## config.mk

```make
export PLATFORM = sky130hd
export DESIGN_NAME = seg7_scan_controller
export DESIGN_NICKNAME = d
export VERILOG_FILES = /design/src/rtl/seg7_scan_controller.sv
export SDC_FILE = /design/constraint.sdc
export NUM_CORES = 1
export LEC_CHECK = 0
export CAP_MARGIN = 20
export CORE_MARGIN = 3
export CORE_UTILIZATION = 36
export DETAILED_ROUTE_END_ITERATION = 6
export SYNTH_ARGS = -nofsm -noshare
export SYNTH_HDL_FRONTEND = slang
export SYNTH_SLANG_ARGS = --single-unit
```

## constraint.sdc

```tcl
create_clock -name clock -period 5.5 [get_ports clock]
set_input_delay 0.825 -clock clock [delete_from_list [all_inputs] [get_ports clock]]
set_output_delay 0.825 -clock clock [all_outputs]
set_load 0.005 [all_outputs]
```

## src/rtl/seg7_scan_controller.sv

```systemverilog
`default_nettype none
// ============================================================================
//  Module      : seg7_scan_controller
//  Description : Four-digit multiplexed hex display driver. It drives a shared
//                active-low segment bus and four active-low anodes. Each digit
//                gets a fixed-length slot that starts with a short blanking gap
//                to prevent ghosting. New values are taken through a
//                valid/ready port and become visible only at frame boundaries.
//  Revision    : 1.0  initial release
// ============================================================================
module seg7_scan_controller #(
    parameter int DIV_WIDTH    = 11,   // slot length is 2**DIV_WIDTH cycles
    parameter int BLANK_CYCLES = 16    // dark cycles at the start of each slot
) (
    input  logic        clock,
    input  logic        reset,
    input  logic [15:0] data_in,
    input  logic [3:0]  dp_in,
    input  logic        data_valid,
    output logic        data_ready,
    input  logic        blank_zero,
    output logic [3:0]  an,
    output logic [6:0]  seg,
    output logic        dp,
    output logic        frame_done
);

    // ------------------------------------------------------------------------
    // Constants
    // ------------------------------------------------------------------------
    // Last blanking count before a slot starts showing its digit. It always
    // fits in DIV_WIDTH bits because the blanking gap is shorter than a slot.
    localparam logic [DIV_WIDTH-1:0] c_BLANK_LAST = DIV_WIDTH'(BLANK_CYCLES - 1);
    localparam logic [6:0]           c_SEG_OFF    = 7'b1111111;
    localparam logic [3:0]           c_AN_OFF     = 4'b1111;

    // Scan state: explicit one-bit encoding.
    typedef enum logic [0:0] {
        ST_BLANK = 1'b0,
        ST_SHOW  = 1'b1
    } state_t;

    // ------------------------------------------------------------------------
    // Segment decoder, gfedcba, active-low
    // ------------------------------------------------------------------------
    function automatic logic [6:0] seg7_decode(input logic [3:0] nib);
        logic [6:0] s;
        case (nib)
            4'h0:    s = 7'b1000000;
            4'h1:    s = 7'b1111001;
            4'h2:    s = 7'b0100100;
            4'h3:    s = 7'b0110000;
            4'h4:    s = 7'b0011001;
            4'h5:    s = 7'b0010010;
            4'h6:    s = 7'b0000010;
            4'h7:    s = 7'b1111000;
            4'h8:    s = 7'b0000000;
            4'h9:    s = 7'b0010000;
            4'hA:    s = 7'b0001000;
            4'hB:    s = 7'b0000011;
            4'hC:    s = 7'b1000110;
            4'hD:    s = 7'b0100001;
            4'hE:    s = 7'b0000110;
            default: s = 7'b0001110;
        endcase
        return s;
    endfunction

    // ------------------------------------------------------------------------
    // Signals
    // ------------------------------------------------------------------------
    logic [DIV_WIDTH-1:0] r_div_cnt;
    logic                 w_tick;
    logic                 w_boundary;

    state_t               r_state;
    state_t               w_state_next;
    logic [DIV_WIDTH-1:0] r_blank_cnt;
    logic [DIV_WIDTH-1:0] w_blank_cnt_next;
    logic [1:0]           r_digit_idx;
    logic [1:0]           w_digit_idx_next;

    logic [15:0]          r_pend_data;
    logic [3:0]           r_pend_dp;
    logic                 r_pend_full;
    logic [15:0]          r_disp_data;
    logic [3:0]           r_disp_dp;
    logic                 w_accept;

    logic [3:0]           w_nib_zero;
    logic [3:0]           w_dark;
    logic [3:0]           w_cur_nib;
    logic                 w_cur_dp;

    logic [3:0]           w_an_next;
    logic [6:0]           w_seg_next;
    logic                 w_dp_next;

    logic [3:0]           r_an;
    logic [6:0]           r_seg;
    logic                 r_dp;
    logic                 r_frame_done;

    // ------------------------------------------------------------------------
    // Slot timing
    // ------------------------------------------------------------------------
    // Free-running slot divider; its all-ones value marks the last cycle of a slot.
    always_ff @(posedge clock) begin
        if (reset) begin
            r_div_cnt <= '0;
        end else begin
            r_div_cnt <= r_div_cnt + DIV_WIDTH'(1);
        end
    end

    assign w_tick     = &r_div_cnt;
    // The last cycle of the digit-3 slot closes a frame.
    assign w_boundary = w_tick && (r_digit_idx == 2'd3);

    // ------------------------------------------------------------------------
    // Scan FSM
    // ------------------------------------------------------------------------
    // Scan state register.
    always_ff @(posedge clock) begin
        if (reset) begin
            r_state     <= ST_BLANK;
            r_blank_cnt <= '0;
            r_digit_idx <= 2'd0;
        end else begin
            r_state     <= w_state_next;
            r_blank_cnt <= w_blank_cnt_next;
            r_digit_idx <= w_digit_idx_next;
        end
    end

    // Next scan state. The end of a slot overrides the blanking count so
    // that every digit change always re-enters the blanking gap.
    always_comb begin
        w_state_next     = r_state;
        w_blank_cnt_next = r_blank_cnt;
        w_digit_idx_next = r_digit_idx;
        if (w_tick) begin
            w_state_next     = ST_BLANK;
            w_blank_cnt_next = '0;
            w_digit_idx_next = r_digit_idx + 2'd1;
        end else begin
            case (r_state)
                ST_BLANK: begin
                    if (r_blank_cnt == c_BLANK_LAST) begin
                        w_state_next = ST_SHOW;
                    end else begin
                        w_blank_cnt_next = r_blank_cnt + DIV_WIDTH'(1);
                    end
                end
                ST_SHOW: begin
                    w_state_next = ST_SHOW;
                end
                default: begin
                    w_state_next = ST_BLANK;
                end
            endcase
        end
    end

    // ------------------------------------------------------------------------
    // Load port and display buffers
    // ------------------------------------------------------------------------
    assign data_ready = ~r_pend_full;
    assign w_accept   = data_valid && ~r_pend_full;

    // Pending buffer feeds the display only at a frame boundary. A value
    // accepted on the boundary cycle itself lands in pending and waits for
    // the next boundary. The two cases cannot coincide because acceptance
    // requires pending to be empty.
    always_ff @(posedge clock) begin
        if (reset) begin
            r_pend_data <= 16'h0000;
            r_pend_dp   <= 4'b0000;
            r_pend_full <= 1'b0;
            r_disp_data <= 16'h0000;
            r_disp_dp   <= 4'b0000;
        end else if (w_boundary && r_pend_full) begin
            r_disp_data <= r_pend_data;
            r_disp_dp   <= r_pend_dp;
            r_pend_full <= 1'b0;
        end else if (w_accept) begin
            r_pend_data <= data_in;
            r_pend_dp   <= dp_in;
            r_pend_full <= 1'b1;
        end
    end

    // ------------------------------------------------------------------------
    // Leading-zero suppression
    // ------------------------------------------------------------------------
    for (genvar gi = 0; gi < 4; gi++) begin : g_nib_zero
        assign w_nib_zero[gi] = (r_disp_data[4*gi +: 4] == 4'h0);
    end

    // A digit goes dark only when it and every digit to its left are zero.
    // Digit 0 is always shown so a zero value still displays "0".
    assign w_dark[3] = blank_zero & w_nib_zero[3];
    assign w_dark[2] = w_dark[3]  & w_nib_zero[2];
    assign w_dark[1] = w_dark[2]  & w_nib_zero[1];
    assign w_dark[0] = 1'b0;

    assign w_cur_nib = r_disp_data[{r_digit_idx, 2'b00} +: 4];
    assign w_cur_dp  = r_disp_dp[r_digit_idx];

    // ------------------------------------------------------------------------
    // Display outputs
    // ------------------------------------------------------------------------
    // Output values for the current scan state; everything is off unless a
    // visible digit is in its show phase.
    always_comb begin
        w_an_next  = c_AN_OFF;
        w_seg_next = c_SEG_OFF;
        w_dp_next  = 1'b1;
        if ((r_state == ST_SHOW) && !w_dark[r_digit_idx]) begin
            w_an_next  = ~(4'b0001 << r_digit_idx);
            w_seg_next = seg7_decode(w_cur_nib);
            w_dp_next  = ~w_cur_dp;
        end
    end

    // Register the pad-facing outputs so they change glitch-free.
    always_ff @(posedge clock) begin
        if (reset) begin
            r_an         <= c_AN_OFF;
            r_seg        <= c_SEG_OFF;
            r_dp         <= 1'b1;
            r_frame_done <= 1'b0;
        end else begin
            r_an         <= w_an_next;
            r_seg        <= w_seg_next;
            r_dp         <= w_dp_next;
            r_frame_done <= w_boundary;
        end
    end

    assign an         = r_an;
    assign seg        = r_seg;
    assign dp         = r_dp;
    assign frame_done = r_frame_done;

endmodule
`default_nettype wire
```

==> insert_results.sql, run 1 <==
INSERT INTO impl_metrics (metric_group, metric, value, unit) VALUES
('worst_setup_path', 'timing.rr.end', 'seg[0]$_SDFF_PP1_', ''),
('worst_hold_path', 'holdCritPathClass', 'reg2reg', ''),
('clocking', 'numCtsBuffers', '9', ''),
('clocking', 'numClockSinks', '79', ''),
('route', 'route.antenna.remaining_nets', '0', ''),
('logic_synthesis', 'asyncSetResetFlopFracSynth', '0', '%'),
('pwr', 'power_density', '273', 'nW/um2'),
('logic_synthesis', 'synth_adder_area_share', '4.28', '%'),
('worst_setup_path', 'worstPathBufferInverterCount', '3', ''),
('pwr', 'worst_ir_drop_vdd', '0.000122', 'V'),
('timing', 'report.final.slew_viol_count', '0', ''),
('worst_setup_path', 'critPathKind', 'in2reg', ''),
('route', 'dr_total_vias', '2548', ''),
('logic_synthesis', 'synth-edff-count', '0', ''),
('timing', 'setup_repair_after_global_routing_missed_its_margin', 'no', ''),
('route', 'drt_iter0_drc', '105', ''),
('worst_setup_path', 'slowest_stage', 'sky130_fd_sc_hd__o311a_1', ''),
('logic_synthesis', 'netlist_area_before_placement', '3510', 'um2'),
('global_routing', 'grt-ovfl-total', '0', ''),
('logic_synthesis', 'ys_types', '43', ''),
('placement', 'placed_cell_area', '3900', 'um2'),
('worst_setup_path', 'crit_path_max_incr_delay', '560', 'ps'),
('clocking', 'clockRootBuffer', 'sky130_fd_sc_hd__clkbuf_8', ''),
('route', 'avgViaCountPerCell', '4.68', ''),
('worst_setup_path', 'endpoint', 'seg[5]$_SDFF_PP1_', ''),
('placement', 'globalplace.congestion', '0.754', ''),
('logic_synthesis', 'part_of_the_yosys_area_used_for_sequential_elements', '45.1', '%'),
('clocking', 'worst_skew_late_latency', '350', 'ps'),
('status', 'outcome', 'finished, final reports clean', ''),
('timing', 'finalCritPeriodShare', '46.6', '%'),
('logic_synthesis', 'largest_family_of_logic_cells_by_synthesized_area', 'simple AND/OR/NAND/NOR gates', ''),
('finish', 'drive_above_1_share', '7.95', '%'),
('logic_synthesis', 'post_synth_mux_area_share', '12.4', '%'),
('floorplan', 'dieHeight', '105', 'um'),
('worst_hold_path', 'holdCritStartpoint', 'r_pend_data[11]$_SDFFE_PP0P_', ''),
('timing', 'fin_tns_setup', '0', 'ps'),
('timing', 'final_setup_violation_count', '0', ''),
('clocking', 'htree_num_levels', '3', ''),
('floorplan', 'pin_count', '38', ''),
('logic_synthesis', 'syn-mean-instance-area', '9.20', 'um2'),
('logic_synthesis', 'synth_fp_nets', '417', ''),
('worst_setup_path', 'cp-end-kind', 'register', ''),
('worst_setup_path', 'top_delay_family_on_crit_path', 'buffers and inverters', ''),
('finish', 'design_area', '4120', 'um2'),
('global_routing', 'number_of_global_route_vias_before_repair', '2442', ''),
('timing', 'final_period_minus_worst_setup_slack', '2560', 'ps'),
('finish', 'layout_stage_area_growth_over_the_synthesis_result', '17.6', '%'),
('global_routing', 'grtUsageTotal', '12.8', '%'),
('floorplan', 'std_cell_rows', '35', ''),
('timing', 'timing.clock.skew', '7.80', 'ps'),
('worst_setup_path', 'crit_path_start', 'reset', ''),
('logic_synthesis', 'syn-instance-count', '381', ''),
('pwr', 'power.static_leakage', '1.46', 'nW'),
('clocking', 'cts_tree', 'yes', ''),
('logic_synthesis', 'synthesis_warnings', '0', ''),
('clocking', 'cts_hold_repair.buffers', '0', ''),
('floorplan', 'fp.dieW', '105', 'um'),
('timing', 'hold_violations', '0', ''),
('placement', 'place.detailed.hpwl', '4760', 'um'),
('route', 'total_iterations_of_the_first_detailed_routing_run', '4', ''),
('worst_setup_path', 'regToRegStartpoint', 'r_digit_idx[0]$_SDFFE_PP0P_', ''),
('clocking', 'postCtsResizedCells', '0', ''),
('worst_setup_path', 'setup.worst_path.start_class', 'input port', ''),
('worst_setup_path', 'crit_chain', 'clkdlybuf4s50_1 -> buf_4 -> inv_2 -> o311a_1 -> o221ai_1', ''),
('timing', 'worst_pin_slew', '715', 'ps'),
('worst_setup_path', 'cp.depth', '5', ''),
('global_routing', 'grt_pass1_wl', '11600', 'um'),
('global_routing', 'grt_antenna_before_repair', '0', ''),
('route', 'avgRoutedWirePerCell', '12.3', 'um'),
('flow_run', 'maxCapViolCount', '0', ''),
('logic_synthesis', 'synthXorXnorAreaFrac', '5.00', '%');
==> cells by family (layout without fill, tap and decap cells) <==
group / count (synthesis) / after routing
flip-flops: 79 / 79
AND/OR/NAND/NOR: 159 / 159
AO/OA/AOI/OAI: 42 / 42
XOR/XNOR: 20 / 20
buffers and inverters: 32 / 66
multiplexers: 37 / 37
adder cells (fa/ha/maj): 12 / 12
==> routing by layer <==
layer	vias to the layer above	share of wire, %	track usage [%]
met2	46	41	18.2
met1	1149	53	18.4
li1	1344	-	-
met4	0	1.3	5.06
met3	9	4.0	3.52
met5	-	0	0
==> power by group <==
part	internal, W	switching (W)	total (W)
clock	0.000266	0.000210	0.000477
sequential	0.000584	0.0000102	0.000594
combinational	0.0000273	0.0000275	0.0000548
==> flip-flops by register name, indices dropped and copies added, names as in the netlist <==
| name | count |
|---|---|
| r_div_cnt | 11 |
| frame_done | 1 |
| seg | 7 |
| an | 4 |
| r_disp_dp | 4 |
| r_pend_data | 16 |
| r_disp_data | 16 |
| r_state | 1 |
| r_pend_dp | 4 |
| dp | 1 |
| r_pend_full | 1 |
| r_digit_idx | 2 |
| r_blank_cnt | 11 |
==> placed cells by master, fill, tap and decap left out, types with 12 or more instances in the layout <==
cell type                         count
sky130_fd_sc_hd__nand2_1             93
sky130_fd_sc_hd__dfxtp_1             79
sky130_fd_sc_hd__clkdlybuf4s50_1     37
sky130_fd_sc_hd__mux2i_1             30
sky130_fd_sc_hd__a21oi_1             27
sky130_fd_sc_hd__nor2_1              26
sky130_fd_sc_hd__xnor2_1             12
sky130_fd_sc_hd__ha_1                12
==> synth_stat cells, types with 3 or more instances <==
library cell,number,share of area (%)
sky130_fd_sc_hd__xor2_1,8,2.0
sky130_fd_sc_hd__o211ai_1,3,0.64
sky130_fd_sc_hd__ha_1,12,4.3
sky130_fd_sc_hd__nor2_1,26,2.8
sky130_fd_sc_hd__mux2i_1,30,8.6
sky130_fd_sc_hd__dfxtp_1,79,45
sky130_fd_sc_hd__inv_1,10,1.1
sky130_fd_sc_hd__nand2_1,93,10
sky130_fd_sc_hd__nor4_1,5,0.89
sky130_fd_sc_hd__a21oi_1,27,3.9
sky130_fd_sc_hd__dlygate4sd1_1,4,1.0
sky130_fd_sc_hd__xnor2_1,12,3.0
sky130_fd_sc_hd__mux4_2,5,3.2
sky130_fd_sc_hd__nor3_1,7,1.0
sky130_fd_sc_hd__clkbuf_1,8,0.86
sky130_fd_sc_hd__buf_6,3,0.96
sky130_fd_sc_hd__o221ai_1,4,1.0
sky130_fd_sc_hd__nand3_1,10,1.4
==> stage by stage <==
stage / hold slack [ps] / utilization, % / setup slack (ps) / total power [W] / cells
2_1_floorplan: 432 / - / 3670 / 0.000637 / 381
3_5_place_dp: 447 / 41.7 / 2550 / 0.000663 / 529
4_1_cts: 462 / 44.0 / 2930 / 0.00114 / 544
5_1_grt: 481 / 44.0 / 2710 / 0.00117 / 544
6_report: 458 / 44.0 / 2940 / 0.00113 / 544
3_3_place_gp: 446 / 41.7 / 2590 / 0.000663 / 529
==> worst register-to-register path, stage by stage, from the launching register on <==
cell	delay [ps]
sky130_fd_sc_hd__dfxtp_1	790
sky130_fd_sc_hd__mux4_2	690
sky130_fd_sc_hd__inv_1	140
sky130_fd_sc_hd__ha_1	250
sky130_fd_sc_hd__nor2_1	70
sky130_fd_sc_hd__o31ai_1	230
==> worst min-delay path by stage <==
stage | end | slack (ps) | cells after the start
after global routing | r_pend_data[11]$_SDFFE_PP0P_ | 480 | 2
final | r_pend_data[11]$_SDFFE_PP0P_ | 460 | 2
after global placement | r_disp_dp[1]$_SDFFE_PP0P_ | 450 | 2
after CTS | r_disp_dp[0]$_SDFFE_PP0P_ | 460 | 2
after detailed placement | r_disp_dp[0]$_SDFFE_PP0P_ | 450 | 2
after floorplan | r_disp_dp[2]$_SDFFE_PP0P_ | 430 | 2
==> final cells by class <==
class | instances | area, um2
Fill cell | 961 | 5250
Multi-Input combinational cell | 270 | 1730
Sequential cell | 79 | 1580
Timing Repair Buffer | 40 | 393
Tap cell | 129 | 161
Clock buffer | 10 | 138
Clock inverter | 5 | 81.3
Inverter | 11 | 41.3
No activity file was read; power rests on OpenSTA's default activity.
==> run 2: changes to the inputs <==
==> constraint.sdc (replaced) <==
create_clock -name clock -period 2.3 [get_ports clock]
set_input_delay 0.345 -clock clock [delete_from_list [all_inputs] [get_ports clock]]
set_output_delay 0.345 -clock clock [all_outputs]
set_load 0.005 [all_outputs]
==> run 2 against run 1 <==
Compared with the run above:
- clock skew up 1.0 ps
- total power increased by 150%
- largest power group unchanged
- die area is the same
- non-clock buffer count increased by 2
- first-iteration DRC count decreased by 12%
- combinational power up 140%
- flip-flop and latch count is the same
- final cell count increased by 0.55%
- sequential power up 140%
- utilization up 0.48 points
- routed wire length grew 0.36%
- clock power rose to 2.5 times the previous value
==> insert_results.sql, run 2 (synthesized netlist as in run 1, its figures left out) <==
INSERT INTO impl_metrics (metric_group, metric, value, unit) VALUES
('status', 'outcome', 'finished, final reports clean', ''),
('finish', 'final_common_cell', 'sky130_fd_sc_hd__nand2_1', ''),
('pwr', 'power.static_leakage', '1.49', 'nW'),
('timing', 'worst_pin_slew', '637', 'ps'),
('worst_setup_path', 'crit_path_start', 'r_digit_idx[0]$_SDFFE_PP0P_', ''),
('route', 'total_iterations_of_the_first_detailed_routing_run', '4', ''),
('timing', 'timing.clock.skew', '8.83', 'ps'),
('timing', 'finalCritPeriodShare', '85.1', '%'),
('finish', 'largest_registers', 'r_disp_data x16, r_pend_data x16', ''),
('worst_setup_path', 'worstRegToRegCells', '5', ''),
('worst_setup_path', 'endpoint', 'seg[0]$_SDFF_PP1_', ''),
('floorplan', 'initial_utilization', '37.4', '%'),
('placement', 'port_buffers', '37', ''),
('placement', 'place.detailed.hpwl', '4840', 'um'),
('finish', 'drive_above_1_share', '8.37', '%'),
('worst_setup_path', 'regToRegStartpoint', 'r_digit_idx[0]$_SDFFE_PP0P_', ''),
('route', 'postRouteWirelength', '6720', 'um'),
('placement', 'globalplace.congestion', '0.777', ''),
('timing', 'fmax', '511', 'MHz'),
('route', 'dr_total_vias', '2553', ''),
('timing', 'setup_repair_after_global_routing_missed_its_margin', 'no', ''),
('global_routing', 'grt_pass1_wl', '11500', 'um'),
('clocking', 'cts.reportedPaths.clkPinSlew', '80', 'ps'),
('timing', 'final_setup_violation_count', '0', ''),
('timing', 'fin_tns_setup', '0', 'ps'),
('worst_setup_path', 'arrival', '2190', 'ps'),
('placement', 'placed_cell_area', '3930', 'um2'),
('floorplan', 'dieHeight', '105', 'um'),
('clocking', 'cts_hold_repair.buffers', '0', ''),
('worst_setup_path', 'cp_max_fo', '6', ''),
('finish', 'most-common-layout-cells', 'sky130_fd_sc_hd__nand2_1 (93), sky130_fd_sc_hd__dfxtp_1 (79), sky130_fd_sc_hd__clkdlybuf4s50_1 (37), sky130_fd_sc_hd__mux2i_1 (30), sky130_fd_sc_hd__a21oi_1 (27)', ''),
('clocking', 'clockRootBuffer', 'sky130_fd_sc_hd__clkbuf_8', ''),
('route', 'route.detailed.drc', '0', ''),
('timing', 'report.final.slew_viol_count', '0', ''),
('global_routing', 'grt_antenna_before_repair', '0', ''),
('route', 'avgViaCountPerCell', '4.67', ''),
('worst_setup_path', 'timing.rr.end', 'seg[0]$_SDFF_PP1_', ''),
('timing', 'hold_violations', '0', ''),
('route', 'avgRoutedWirePerCell', '12.3', 'um'),
('clocking', 'cts_buffer_depth', '2', ''),
('worst_setup_path', 'cp.depth', '5', ''),
('global_routing', 'grtUsageTotal', '12.7', '%'),
('finish', 'layout_stage_area_growth_over_the_synthesis_result', '18.9', '%'),
('floorplan', 'fp.dieW', '105', 'um'),
('floorplan', 'std_cell_rows', '35', ''),
('global_routing', 'number_of_global_route_vias_before_repair', '2528', ''),
('timing', 'relSlewSlack', '57.4', '%'),
('pwr', 'worst_ir_drop_vdd', '0.000317', 'V'),
('worst_setup_path', 'worstPathRequired', '2530', 'ps'),
('route', 'route.antenna.remaining_nets', '0', ''),
('floorplan', 'pin_count', '38', ''),
('clocking', 'cts_tree', 'yes', ''),
('worst_hold_path', 'holdCritPathClass', 'reg2reg', ''),
('clocking', 'numClockSinks', '79', ''),
('timing', 'final_period_minus_worst_setup_slack', '1960', 'ps'),
('finish', 'finish.net_count', '449', ''),
('clocking', 'postCtsSetupRepairBufs', '0', ''),
('clocking', 'worst_skew_late_latency', '340', 'ps'),
('clocking', 'postCtsResizedCells', '0', ''),
('global_routing', 'grt_max_degree', '42', ''),
('placement', 'pre_cts_slack', '352', 'ps'),
('worst_setup_path', 'critPathKind', 'reg2reg', ''),
('finish', 'design_area', '4170', 'um2'),
('floorplan', 'die_area', '11000', 'um2'),
('worst_setup_path', 'crit_path_max_incr_delay', '620', 'ps'),
('worst_setup_path', 'setup.worst_path.start_class', 'register', ''),
('clocking', 'numCtsBuffers', '9', ''),
('finish', 'fillCellCount', '950', ''),
('pwr', 'power_density', '664', 'nW/um2'),
('finish', 'antenna_cells', '0', ''),
('timing', 'timing.final.ws_setup', '342', 'ps'),
('worst_setup_path', 'worstPathBufferInverterCount', '1', ''),
('route', 'drt_iter0_drc', '92', ''),
('clocking', 'htree_num_levels', '3', ''),
('worst_setup_path', 'cp-end-kind', 'register', ''),
('worst_setup_path', 'r2r_setup_slack', '340', 'ps'),
('worst_setup_path', 'crit_chain', 'mux4_2 -> inv_1 -> ha_1 -> nor2_1 -> o31ai_1', ''),
('global_routing', 'grt-ovfl-total', '0', ''),
('floorplan', 'placeableCoreArea', '9370', 'um2'),
('flow_run', 'maxCapViolCount', '0', ''),
('worst_setup_path', 'slowest_stage', 'sky130_fd_sc_hd__mux4_2', ''),
('worst_setup_path', 'top_delay_family_on_crit_path', 'multiplexers', '');
-- run 2: through the flow --
step,cells,total power [W],util (%),hold WS (ps)
floorplan,381,0.00152,-,432
global placement,531,0.00158,41.9,445
detailed placement,531,0.00159,41.9,450
CTS,547,0.00281,44.5,462
global route,547,0.00289,44.5,481
finish,547,0.00277,44.5,458
-- run 2: worst min-delay path by stage --
stage / cells past startpoint / slack (ps) / endpoint / start
finish: 2 / 460 / r_pend_data[12]$_SDFFE_PP0P_ / r_pend_data[12]$_SDFFE_PP0P_
CTS: 2 / 460 / r_pend_data[12]$_SDFFE_PP0P_ / r_pend_data[12]$_SDFFE_PP0P_
global placement: 2 / 450 / r_disp_dp[1]$_SDFFE_PP0P_ / r_disp_dp[1]$_SDFFE_PP0P_
global route: 2 / 480 / r_disp_dp[3]$_SDFFE_PP0P_ / r_disp_dp[3]$_SDFFE_PP0P_
floorplan: 2 / 430 / r_disp_dp[2]$_SDFFE_PP0P_ / r_disp_dp[2]$_SDFFE_PP0P_
detailed placement: 2 / 450 / r_pend_dp[2]$_SDFFE_PP0P_ / r_pend_dp[2]$_SDFFE_PP0P_
-- run 2: where the power goes --
group / switching [W] / internal, W / total [W]
clock: 0.000494 / 0.000720 / 0.00121
combinational: 0.0000676 / 0.0000667 / 0.000134
sequential: 0.0000226 / 0.00140 / 0.00142
total: 0.000584 / 0.00218 / 0.00277
-- run 2: worst register-to-register path: cells and delay by family (launching register included) --
family          cells  cell delay, ps
simple gates        1              70
fa+ha+maj           1             270
flops               1             440
buf+inv             1             150
mux                 1             620
compound gates      1             280
-- run 2: area by class of cell --
type | count | area (um2) | area share [%]
timing repair buffer | 42 | 420 | 10.1
clock inverter | 6 | 109 | 2.61
tap | 129 | 161 | 3.87
inverter | 11 | 41.3 | 0.991
sequential | 79 | 1580 | 37.9
clock buffer | 10 | 128 | 3.06
multi-input combinational | 270 | 1730 | 41.4
-- run 2: per-layer routing --
metal  track usage, %  up-vias  part of all wire, %
li1                 -     1357                    -
met1             17.3     1136                   53
met2             19.1       53                   41
met3             2.96        7                  4.2
met4             5.72        0                  1.6
met5                0        -                    0
